==> src/rtl/rib_xbar.sv <==
// Shared-path NM x NS req/ack crossbar: fixed-priority or round-robin arbitration, timeout and unmapped-error responses.
// Latency: grant in IDLE, zero-wait slave acks the master two cycles later; masters hold req until ack, no other backpressure.
module rib_xbar #(
  parameter int             NM        = 4,
  parameter int             NS        = 7,
  parameter int             AW        = 32,
  parameter int             DW        = 32,
  parameter int             RR_EN     = 1,
  parameter int             TO_CYC    = 255,
  parameter logic [NM-1:0]  HOLD_MASK = NM'(4'b1101)
) (
  input  logic              clk,
  input  logic              rst,
  input  logic [NM-1:0]     m_req_i,
  input  logic [NM-1:0]     m_we_i,
  input  logic [NM*AW-1:0]  m_addr_i,
  input  logic [NM*DW-1:0]  m_wdata_i,
  output logic [NM*DW-1:0]  m_rdata_o,
  output logic [NM-1:0]     m_ack_o,
  output logic [NM-1:0]     m_err_o,
  output logic [NS-1:0]     s_req_o,
  output logic              s_we_o,
  output logic [AW-1:0]     s_addr_o,
  output logic [DW-1:0]     s_wdata_o,
  input  logic [NS*DW-1:0]  s_rdata_i,
  input  logic [NS-1:0]     s_ack_i,
  output logic              hold_flag_o
);
  localparam int GW = (NM > 1) ? $clog2(NM) : 1;

  typedef enum logic [1:0] {IDLE, BUSY, RESP} state_t;

  state_t             state_q, state_d;
  logic [GW-1:0]      grant_q, grant_d;
  logic [GW-1:0]      last_q, last_d;
  logic [AW-5:0]      addr_q, addr_d;
  logic               we_q, we_d;
  logic [DW-1:0]      wdata_q, wdata_d;
  logic [3:0]         sel_q, sel_d;
  logic               err_q, err_d;
  logic [15:0]        cnt_q, cnt_d;
  logic [NM*DW-1:0]   rdata_q, rdata_d;

  logic [GW-1:0]      win, hi_idx, lo_idx;
  logic               win_vld, hi_vld, lo_vld;
  logic [AW-1:0]      new_addr;
  logic               new_we;
  logic [DW-1:0]      new_wdata;
  logic               ack_sel;
  logic [DW-1:0]      rdata_sel;
  logic               rsp_wr;
  logic [DW-1:0]      rsp_dat;
  logic               hold_gnt;

  // hi: lowest requester above last grant (round-robin only); lo: lowest requester otherwise.
  always_comb begin
    hi_idx = '0;
    hi_vld = 1'b0;
    lo_idx = '0;
    lo_vld = 1'b0;
    for (int i = 0; i < NM; i++) begin
      if (m_req_i[i]) begin
        if (RR_EN != 0 && i > int'(last_q)) begin
          if (!hi_vld) begin
            hi_idx = GW'(i);
            hi_vld = 1'b1;
          end
        end else if (!lo_vld) begin
          lo_idx = GW'(i);
          lo_vld = 1'b1;
        end
      end
    end
    win_vld = hi_vld | lo_vld;
    win     = hi_vld ? hi_idx : lo_idx;
  end

  always_comb begin
    new_addr  = '0;
    new_we    = 1'b0;
    new_wdata = '0;
    for (int i = 0; i < NM; i++) begin
      if (win == GW'(i)) begin
        new_addr  = m_addr_i[i*AW +: AW];
        new_we    = m_we_i[i];
        new_wdata = m_wdata_i[i*DW +: DW];
      end
    end
    ack_sel   = 1'b0;
    rdata_sel = '0;
    for (int s = 0; s < NS; s++) begin
      if (sel_q == 4'(s)) begin
        ack_sel   = s_ack_i[s];
        rdata_sel = s_rdata_i[s*DW +: DW];
      end
    end
  end

  always_comb begin
    state_d = state_q;
    grant_d = grant_q;
    last_d  = last_q;
    addr_d  = addr_q;
    we_d    = we_q;
    wdata_d = wdata_q;
    sel_d   = sel_q;
    err_d   = err_q;
    cnt_d   = cnt_q;
    rdata_d = rdata_q;
    rsp_wr  = 1'b0;
    rsp_dat = '0;
    case (state_q)
      IDLE: begin
        if (win_vld) begin
          grant_d = win;
          addr_d  = new_addr[AW-5:0];
          we_d    = new_we;
          wdata_d = new_wdata;
          sel_d   = new_addr[AW-1 -: 4];
          if ({1'b0, new_addr[AW-1 -: 4]} < 5'(NS)) begin
            state_d = BUSY;
            cnt_d   = '0;
          end else begin
            state_d = RESP;
            err_d   = 1'b1;
            rsp_wr  = 1'b1;
            last_d  = win;
          end
        end
      end
      BUSY: begin
        if (ack_sel) begin
          state_d = RESP;
          err_d   = 1'b0;
          rsp_wr  = 1'b1;
          rsp_dat = rdata_sel;
          last_d  = grant_q;
        end else if (cnt_q == 16'(TO_CYC - 1)) begin
          state_d = RESP;
          err_d   = 1'b1;
          rsp_wr  = 1'b1;
          last_d  = grant_q;
        end else begin
          cnt_d = cnt_q + 16'd1;
        end
      end
      RESP:    state_d = IDLE;
      default: state_d = IDLE;
    endcase
    // Response data lands in the winner's own slot so other masters keep their last value.
    for (int i = 0; i < NM; i++) begin
      if (rsp_wr && grant_d == GW'(i)) rdata_d[i*DW +: DW] = rsp_dat;
    end
  end

  always_ff @(posedge clk or negedge rst) begin
    if (!rst) begin
      state_q <= IDLE;
      grant_q <= '0;
      last_q  <= GW'(NM - 1);
      addr_q  <= '0;
      we_q    <= 1'b0;
      wdata_q <= '0;
      sel_q   <= '0;
      err_q   <= 1'b0;
      cnt_q   <= '0;
      rdata_q <= '0;
    end else begin
      state_q <= state_d;
      grant_q <= grant_d;
      last_q  <= last_d;
      addr_q  <= addr_d;
      we_q    <= we_d;
      wdata_q <= wdata_d;
      sel_q   <= sel_d;
      err_q   <= err_d;
      cnt_q   <= cnt_d;
      rdata_q <= rdata_d;
    end
  end

  always_comb begin
    m_ack_o  = '0;
    m_err_o  = '0;
    hold_gnt = 1'b0;
    for (int i = 0; i < NM; i++) begin
      if (grant_q == GW'(i)) begin
        m_ack_o[i] = (state_q == RESP);
        m_err_o[i] = (state_q == RESP) && err_q;
        hold_gnt   = HOLD_MASK[i];
      end
    end
    s_req_o = '0;
    for (int s = 0; s < NS; s++) begin
      s_req_o[s] = (state_q == BUSY) && (sel_q == 4'(s));
    end
  end

  assign m_rdata_o   = rdata_q;
  assign s_we_o      = (state_q == BUSY) && we_q;
  assign s_addr_o    = {4'b0000, addr_q};
  assign s_wdata_o   = wdata_q;
  assign hold_flag_o = rst && ((|(m_req_i & HOLD_MASK)) || (state_q != IDLE && hold_gnt));

endmodule

==> config.mk <==
export PLATFORM = sky130hd
export DESIGN_NAME = rib_xbar
export DESIGN_NICKNAME = d
export VERILOG_FILES = /design/src/rtl/rib_xbar.sv
export SDC_FILE = /design/constraint.sdc
export NUM_CORES = 1
export LEC_CHECK = 0
export ABC_AREA = 1
export BUFFER_PORTS_ARGS = -buffer_cell sky130_fd_sc_hd__buf_2
export CORE_AREA = 2 2 278 280
export DETAILED_ROUTE_END_ITERATION = 10
export DIE_AREA = 0 0 280 282
export PLACE_DENSITY = 0.37
export SETUP_SLACK_MARGIN = 0.02
export SYNTH_ARGS = -nofsm -noshare
export SYNTH_HDL_FRONTEND = slang
export SYNTH_SLANG_ARGS = --single-unit
export TNS_END_PERCENT = 50
==> constraint.sdc <==
create_clock -name clk -period 4 [get_ports clk]
set_clock_uncertainty 0.1 [all_clocks]
set_input_delay 0.8 -clock clk [delete_from_list [all_inputs] [get_ports clk]]
set_output_delay 0.8 -clock clk [all_outputs]
set_load 0.05 [all_outputs]
=== Word level (Yosys, flattened, before mapping) ===
Index checks and enable logic that the tools add are counted.

* Output and inout port bits: 209
* Register bits after elaboration: 216
* Input port bits: 497

* Bitwise logic cells: 1
* Eq/ne operators: 24
* Add/sub/neg operators: 1
* Mux-type cells: 98
* Reduce and logical (&&, ||, !) cells: 28
* Order comparisons: 4

{| class="wikitable"
|+ Operators by type and width
! operator !! number
|-
| 32-bit 2-to-1 mux || 17
|-
| 16-bit 2-to-1 mux || 4
|-
| 1-bit 2-to-1 mux || 49
|-
| 2-bit 2-to-1 mux || 23
|-
| 16-bit one-hot mux with 2 select lines || 1
|-
| 16-bit by 1-bit adder with 16-bit output (second input constant) || 1
|-
| 16-bit by 8-bit == test with 1-bit output (second input constant) || 1
|-
| 1-bit logical AND || 15
|-
| 2-bit == test (second input constant) || 7
|-
| 4-bit by 3-bit == test with 1-bit output (second input constant) || 3
|-
| 2-bit != test (second input constant) || 5
|-
| 2-bit by 1-bit == test with 1-bit output (second input constant) || 4
|-
| 4-bit by 2-bit == test with 1-bit output (second input constant) || 2
|-
| 2-bit logical NOT || 4
|-
| 2-bit one-hot mux with 2 select lines || 2
|-
| 5-bit AND reduction || 1
|-
| 4-bit by 1-bit == test with 1-bit output (second input constant) || 1
|-
| 2-bit > comparator (first input constant) || 2
|-
| 4-bit logical NOT || 1
|-
| 4-bit by 3-bit less-than comparator with 1-bit output (second input constant) || 1
|-
| 1-bit one-hot mux with 2 select lines || 2
|-
| 2-bit AND reduction || 2
|-
| 4-bit AND reduction || 1
|-
| 2-bit nonzero test || 2
|-
| 5 further kinds || 5
|}

=== Logic depth before layout (Yosys ltp) ===
Gate-level depths: netlist of the first run.

* Depth in word-level cells: 21
* Mapped depth: 18
* Depth with buffers taken out: 17

=== Worst setup path after synthesis of the first run ===
OpenSTA, ideal clock, no wires.

* Path type: reg-to-output
* Start: register state_q[0]
* End: output s_req_o[3]
* Slack: 1.120 ns
* Stages on the path, launching flop included: 6
* Data required time: 3.100 ns
* Path buffers: 1
* Data arrival time: 1.980 ns
* Cells stage by stage: dfrtp_1 -> inv_1 -> nor2_1 -> inv_1 -> clkbuf_1 -> nor3_1

* Longest elaborated chain between the ends: 2

{| class="wikitable"
|+ RTL lines
! item !! line !! RTL
|-
| start: declaration || 33 || <nowiki>state_t state_q, state_d;</nowiki>
|-
| start signal: assignment || 169 || <nowiki>state_q <= state_d;</nowiki>
|-
| 2-bit by 1-bit == test with 1-bit output || 195 || <nowiki>s_req_o[s] = (state_q == BUSY) && (sel_q == 4'(s));</nowiki>
|-
| 1-bit logical AND || 195 ||
|-
| end: declaration || 21 || <nowiki>output logic [NS-1:0] s_req_o,</nowiki>
|}

No other way between the ends.

=== Final worst setup path of the first run ===
* Start: input rst
* End: output hold_flag_o

* Longest elaborated chain between the ends: 1

{| class="wikitable"
|+ RTL lines
! item !! line !! RTL
|-
| start: declaration || 13 || <nowiki>input logic rst,</nowiki>
|-
| 1-bit logical AND || 203 || <nowiki>assign hold_flag_o = rst && ((|(m_req_i & HOLD_MASK)) || (state_q != IDLE && hold_gnt));</nowiki>
|-
| end: declaration || 27 || <nowiki>output logic hold_flag_o</nowiki>
|}

No other way between the ends.

==> flow_summary.yaml, run 1 <==
synth:
  synth_cells: 1659
  syn-mean-instance-area_sq_um: 7.47
  ys_top_cells_by_area: "dfrtp_1 (43%), nand2_1 (17%), nand4_1 (8.0%)"
  yosys_warnings: 0
  yosysSeqAreaShare_pct: 43.6
  synth_edf_count: 0
  ys_ff_latch: 216
  synth_area_leader_cell: "dfrtp_1"
  syn_area_sq_um: 12400
  async_flop_share_pct: 100
  synth_cell_type_count: 36
  synth_flop_cell: "dfrtp_1"
  synth_top_area_share_pct: 43.2
setup_path:
  crit_arrival_ps: 2370
  startpoint_type: "input pin"
  slowest_delay_ps: 570
  end_kind: "output port"
  critical_path_required_ps: 3100
  slowest_stage: "dlygate4sd3_1"
  path_buf_inv: 4
  path_cells: "dlygate4sd3_1, buf_8, inv_1, a31oi_1, buf_2"
  path_max_fanout: 32
  cp_top_family: "buffers and inverters"
  critPathKind: "in -> out"
clock_network:
  cts_buffers: 30
  cts_num_sinks: 216
  cts_resized: 0
  insertion_delay_ps: 590
  cts.path.max_buffers: 3
  tritoncts: "yes"
  clk_pin_slew_ps: 60
  root_buffer: "clkbuf_16"
  htreeDepth: 1
timing:
  slew-limit-headroom_pct: 39.9
  hold_viol: 0
  setup_viol: 0
  period_minus_slack_ps: 3270
  whs_ps: 357
  fmax_ghz: 0.306
  setup_tns_ps: 0
  rsz0062_at_grt: "no"
  period_share_pct: 81.7
  tightest_slew_ps: 901
  drv_slew: 0
die:
  start_util_pct: 16.4
  die_h_um: 282
  die_x_um: 280
  die_area_sq_um: 79000
  io_pins: 706
  rows: 101
  coreArea_sq_um: 75700
global_route:
  first_global_vias: 15300
  use_met1_pct: 21.9
  grt_use_met2_pct: 33.7
  antenna_found_initial: 17
  busiest_layer: "met2"
  grt_max_degree: 132
  track_usage_pct: 18.4
  met3_usage_pct: 3.50
  grt_overflow_total: 0
  grt_pass1_wl_mm: 107
routing:
  routed_wl_mm: 75.9
  remaining_drc_errors: 0
  routed_via_density: 4.54
  wl_per_cell_um: 23.0
  ant_nets: 0
  first_iter_violations: 999
  vias: 15000
  firstDrtPassIters: 5
placement:
  place_congestion: 0.896
  dp_hpwl_mm: 59.5
  port_buffers: 701
power_and_ir_drop:
  p_int_uw: 3970
  powerDensity_nw_per_um2: 299
  swShare_pct: 25.9
  clockPowerShare_pct: 49.7
  ir_drop_mv: 0.322
  p_sw_uw: 1390
  p_comb_share_pct: 9.5
  seqPwrFrac_pct: 40.8
  p_leak_uw: 0.00951
cells_and_area:
  fin_util_pct: 23.7
  layout.nets: 2798
  drive_above_1_share_pct: 35.5
  area_delta_synth_final_pct: 44.4
worst_hold_path:
  hold_path_class: "in -> reg"
job:
  maxCapViolations: 0
run_status:
  status: "complete, no violations"
-- metal layers --
metal / up-vias / share of wire [%]
li1: 7014 / -
met1: 7147 / 40
met2: 682 / 51
met3: 113 / 6.7
met4: 6 / 2.6
met5: - / 0.049
-- power groups by stage --
stage	combinational [uW]	clock, uW	sequential (uW)
after floorplan	140	0	2230
after global placement	510	0	2220
after detailed placement	514	0	2220
after CTS	517	2780	2190
after global routing	561	2840	2180
final	511	2660	2190
-- placed cells by master, fill, tap and decap left out, types with 2 or more instances in the layout --
| master | netlist | final |
|---|---|---|
| ha_1 | 2 | 2 |
| conb_1 | 1 | 4 |
| nor2_4 | 3 | 12 |
| bufinv_16 | 0 | 2 |
| clkbuf_16 | 0 | 30 |
| nor2_1 | 151 | 144 |
| nand4_1 | 158 | 158 |
| buf_4 | 18 | 32 |
| xor2_1 | 13 | 13 |
| dfstp_2 | 2 | 2 |
| clkinv_2 | 0 | 3 |
| inv_2 | 4 | 3 |
| inv_1 | 51 | 51 |
| o21ai_1 | 9 | 9 |
| clkinv_4 | 0 | 3 |
| dfrtp_1 | 214 | 214 |
| a21oi_1 | 42 | 42 |
| nand2_4 | 2 | 2 |
| nand2_2 | 1 | 3 |
| clkbuf_8 | 0 | 3 |
| clkbuf_1 | 80 | 6 |
| nand3_1 | 110 | 110 |
| buf_2 | 19 | 700 |
| nand2_1 | 553 | 551 |
| a22oi_1 | 63 | 63 |
| a221oi_1 | 8 | 8 |
| or2_2 | 9 | 9 |
| a31oi_1 | 8 | 8 |
| a41oi_1 | 54 | 54 |
| o21ai_0 | 40 | 40 |
| nand3_2 | 9 | 9 |
| nor3_1 | 11 | 11 |
| buf_12 | 0 | 4 |
| inv_4 | 1 | 2 |
| diode_2 | 0 | 5 |
-- cells in the mapped netlist (11+ instances only) --
library cell  number
clkbuf_1          80
a22oi_1           63
nand3_1          110
nand4_1          158
nand2_1          553
buf_2             19
buf_4             18
inv_1             51
dfrtp_1          214
a21oi_1           42
o21ai_0           40
nor2_1           151
xor2_1            13
a41oi_1           54
buf_1             13
nor3_1            11
-- final timing paths --
| check | start | endpoint | slack [ps] | depth (start not counted) |
|---|---|---|---|---|
| setup reg to reg | last_q[1] | m_rdata_o[16] | 750 | 11 |
| min in group asynchronous | rst | m_rdata_o[76] | 570 | 2 |
| max in group asynchronous | rst | addr_q[9] | 2070 | 3 |
| setup / recovery | rst | hold_flag_o | 730 | 5 |
| hold / removal | m_addr_i[104] | addr_q[8] | 360 | 3 |
| hold reg to reg | m_rdata_o[79] | m_rdata_o[79] | 370 | 2 |
-- sequential cells by signal (all words and copies together) (netlist names) --
| name | cells |
|---|---|
| addr_q | 28 |
| m_rdata_o | 128 |
| err_q | 1 |
| we_q | 1 |
| s_wdata_o | 32 |
| state_q | 2 |
| cnt_q | 16 |
| grant_q | 2 |
| sel_q | 4 |
| last_q | 2 |
-- tightest hold or removal path, cell delays in order --
cell	delay [ps]
buf_2	100
nand2_1	50
a31oi_1	70
-- kinds of logic (layout without fill, tap and decap cells) --
group | Yosys count | after routing | share of synthesized area, %
AO/OA/AOI/OAI | 224 | 224 | 12.3
AND/OR/NAND/NOR | 1012 | 1012 | 36.2
adder cells (fa/ha/maj) | 2 | 2 | 0.202
XOR/XNOR | 14 | 14 | 0.989
buffers and inverters | 190 | 844 | 6.69
flip-flops | 216 | 216 | 43.6
other | 1 | 9 | 0.0302
-- through the flow --
stage               cell area (sq um)  power (uW)  setup slack [ps]  cells
global placement                16900        2740               551   3244
finish                          17900        5360               732   3299
CTS                             17900        5480               614   3294
detailed placement              16900        2740               503   3244
global route                    17900        5590               536   3296
floorplan                       12400        2370              1120   1662
-- cell type report --
type	instances	area, sq um
Antenna cell	5	12.5
Tap cell	978	1220
Timing Repair Buffer	738	3850
Multi-Input combinational cell	1256	6240
Fill cell	8606	57800
Inverter	57	219
Sequential cell	216	5410
Clock buffer	39	815
Clock inverter	10	140
-- what timing repair did --
action,in CTS,in global routing
setup buffers,0,0
hold buffers,1,0
endpoints found under the hold margin,29,0
Note: power is estimated with default switching activity, not from simulation.
==> run 2: changes to the inputs <==
--- a/config.mk
+++ b/config.mk
@@ -10,7 +10,7 @@
 export CORE_AREA = 2 2 278 280
 export DETAILED_ROUTE_END_ITERATION = 10
 export DIE_AREA = 0 0 280 282
-export PLACE_DENSITY = 0.37
+export PLACE_DENSITY = 0.38
 export SETUP_SLACK_MARGIN = 0.02
 export SYNTH_ARGS = -nofsm -noshare
 export SYNTH_HDL_FRONTEND = slang
==> constraint.sdc (replaced) <==
create_clock -name clk -period 2.95 [get_ports clk]
set_clock_uncertainty 0.1 [all_clocks]
set_input_delay 0.59 -clock clk [delete_from_list [all_inputs] [get_ports clk]]
set_output_delay 0.59 -clock clk [all_outputs]
set_load 0.05 [all_outputs]
==> run 2 against run 1 <==
  * Final cell count rose by 1.8%
  * Via count rose by 2.6%
  * First-iteration DRC count rose by 18%
  * Sequential share of layout area fell by 1.5 points
  * Critical path depth rose by 11
  * Clock power rose by 37%
  * Highest routed layer unchanged
==> flow_summary.yaml, run 2 (synthesis gave the netlist of run 1 again) <==
die:
  die_h_um: 282
  coreArea_sq_um: 75700
  die_x_um: 280
  start_util_pct: 16.4
  die_area_sq_um: 79000
  rows: 101
  io_pins: 706
timing:
  slew-limit-headroom_pct: 42.9
  drv_slew: 0
  hold_viol: 0
  tightest_slew_ps: 856
  setup_viol: 0
  fmax_ghz: 0.363
  period_share_pct: 93.3
  period_minus_slack_ps: 2750
clock_network:
  tritoncts: "yes"
  htreeDepth: 1
  clk_pin_slew_ps: 60
  insertion_delay_ps: 580
  cts_buffers: 29
  root_buffer: "clkbuf_16"
  cts_num_sinks: 216
  cts.path.max_buffers: 3
setup_path:
  crit_arrival_ps: 3160
  critical_path_required_ps: 3360
  r2r_slack_ps: 200
  end_kind: "register"
  cp_common_cell: "nand2_1"
  slowest_stage: "dfstp_2"
  critPathKind: "reg -> reg"
  path_cells: "inv_1, a21oi_2, nand2_1, nand2_1, nand3_2, nand2_4, buf_4, nor2_4, nand2_1, nand3_2, nor2_4, nand3_4, nand3_4, buf_6, nand2_1, nand2_1"
  path_max_fanout: 8
  reg2regPathDepth: 16
  slowest_delay_ps: 600
  timing.rr.start: "last_q[1]"
  startpoint_type: "register"
  r2r-end: "m_rdata_o[123]"
power_and_ir_drop:
  p_int_uw: 5430
  powerDensity_nw_per_um2: 390
  clockPowerShare_pct: 49.6
  ir_drop_mv: 0.440
  p_sw_uw: 1910
  p_leak_uw: 0.00994
  seqPwrFrac_pct: 40.3
  swShare_pct: 26.0
  p_comb_share_pct: 10.0
placement:
  place_congestion: 0.917
  placed_cells: 3282
  port_buffers: 701
  dp_hpwl_mm: 59.2
  placed_area_sq_um: 17500
global_route:
  antenna_found_initial: 12
  first_global_vias: 15300
  grt_pass1_wl_mm: 106
  grt_overflow_total: 0
  grt_max_degree: 129
  track_usage_pct: 18.2
cells_and_area:
  final_cell_mix: "buf_2 (698), nand2_1 (549), dfrtp_1 (214)"
  drive_above_1_share_pct: 37.4
  layout.nets: 2852
  largest_reg_flops: 128
  design_area_sq_um: 18800
  regArea_sq_um: 5410
  area_delta_synth_final_pct: 51.9
  multiInputGateArea_sq_um: 6310
  final_cell_count_no_fill: 3360
  fill_cells: 8487
  final_common_cell: "buf_2"
run_status:
  status: "complete, no violations"
routing:
  firstDrtPassIters: 6
  wl_per_cell_um: 23.4
  vias: 15300
  ant_nets: 0
  remaining_drc_errors: 0
  routed_via_density: 4.57
  first_iter_violations: 1183
  routed_wl_mm: 78.6
job:
  maxCapViolations: 0
worst_hold_path:
  whs_path_depth: 3
  worstHoldStart: "m_addr_i[103]"
  hold_path_class: "in -> reg"
  hold_end: "addr_q[7]"
[run 2: what timing repair did]
item | 4_1_cts | 5_1_grt
cloned | 0 | 12
gates resized for setup | 1 | 19
pin swaps | 0 | 6
buffers inserted | 0 | 5
setup endpoints to repair | 1 | 129
hold buffers | 1 | 0
endpoints found under the hold margin | 15 | 0
[run 2: cell type report]
| class | count | share of cell area [%] |
|---|---|---|
| multi-input combinational | 1257 | 33.5 |
| sequential | 216 | 28.7 |
| timing repair buffer | 792 | 24.9 |
| tap | 978 | 6.50 |
| clock buffer | 41 | 4.41 |
| inverter | 57 | 1.16 |
| clock inverter | 10 | 0.664 |
| antenna | 9 | 0.120 |
[run 2: worst max path at each step]
stage               start        endpoint  slack [ps]  depth (start not counted)
5_1_grt         last_q[1]  m_rdata_o[112]          -1                         16
6_report        last_q[1]  m_rdata_o[123]         200                         16
3_5_place_dp   m_req_i[2]   m_rdata_o[60]         -50                         15
4_1_cts         last_q[1]   m_rdata_o[60]          30                         15
2_1_floorplan  state_q[0]      s_req_o[3]         280                          5
3_3_place_gp   m_req_i[3]   m_rdata_o[60]         -70                         16
[run 2: stage by stage]
stage | setup WS, ps | util (%) | hold WS, ps | TNS [ps] | total power [uW]
final | 198 | 24.9 | 177 | 0 | 7350
after global routing | -1.38 | 24.9 | 155 | -1.38 | 7640
after CTS | 32.4 | 24.4 | 122 | 0 | 7480
after detailed placement | -48.5 | 23.1 | 349 | -382 | 3730
after global placement | -73.3 | 23.1 | 351 | -1300 | 3730
after floorplan | 280 | - | 194 | 0 | 3210
[run 2: power by group through the flow]
stage	Combinational, uW	Clock (uW)	Sequential [uW]
final	737	3650	2960
after global routing	807	3870	2960
after CTS	723	3790	2960
after detailed placement	718	0	3020
after global placement	714	0	3020
after floorplan	190	0	3020
[run 2: worst max-delay path: cells and delay by family, from the launching register on]
family / cells / cell delay [ps]
and+or+nand+nor: 12 / 1370
buffers and inverters: 3 / 450
AOI/OAI and AO/OA: 1 / 140
DFF: 1 / 600
[run 2: routing by layer]
metal  track usage, %  wire (um)  vias up
met3             3.89       5700      109
met2             32.3      39400      748
li1                 -          -     7125
met1             21.3      30600     7357
met4             7.08       2890        8
met5                0         55        -
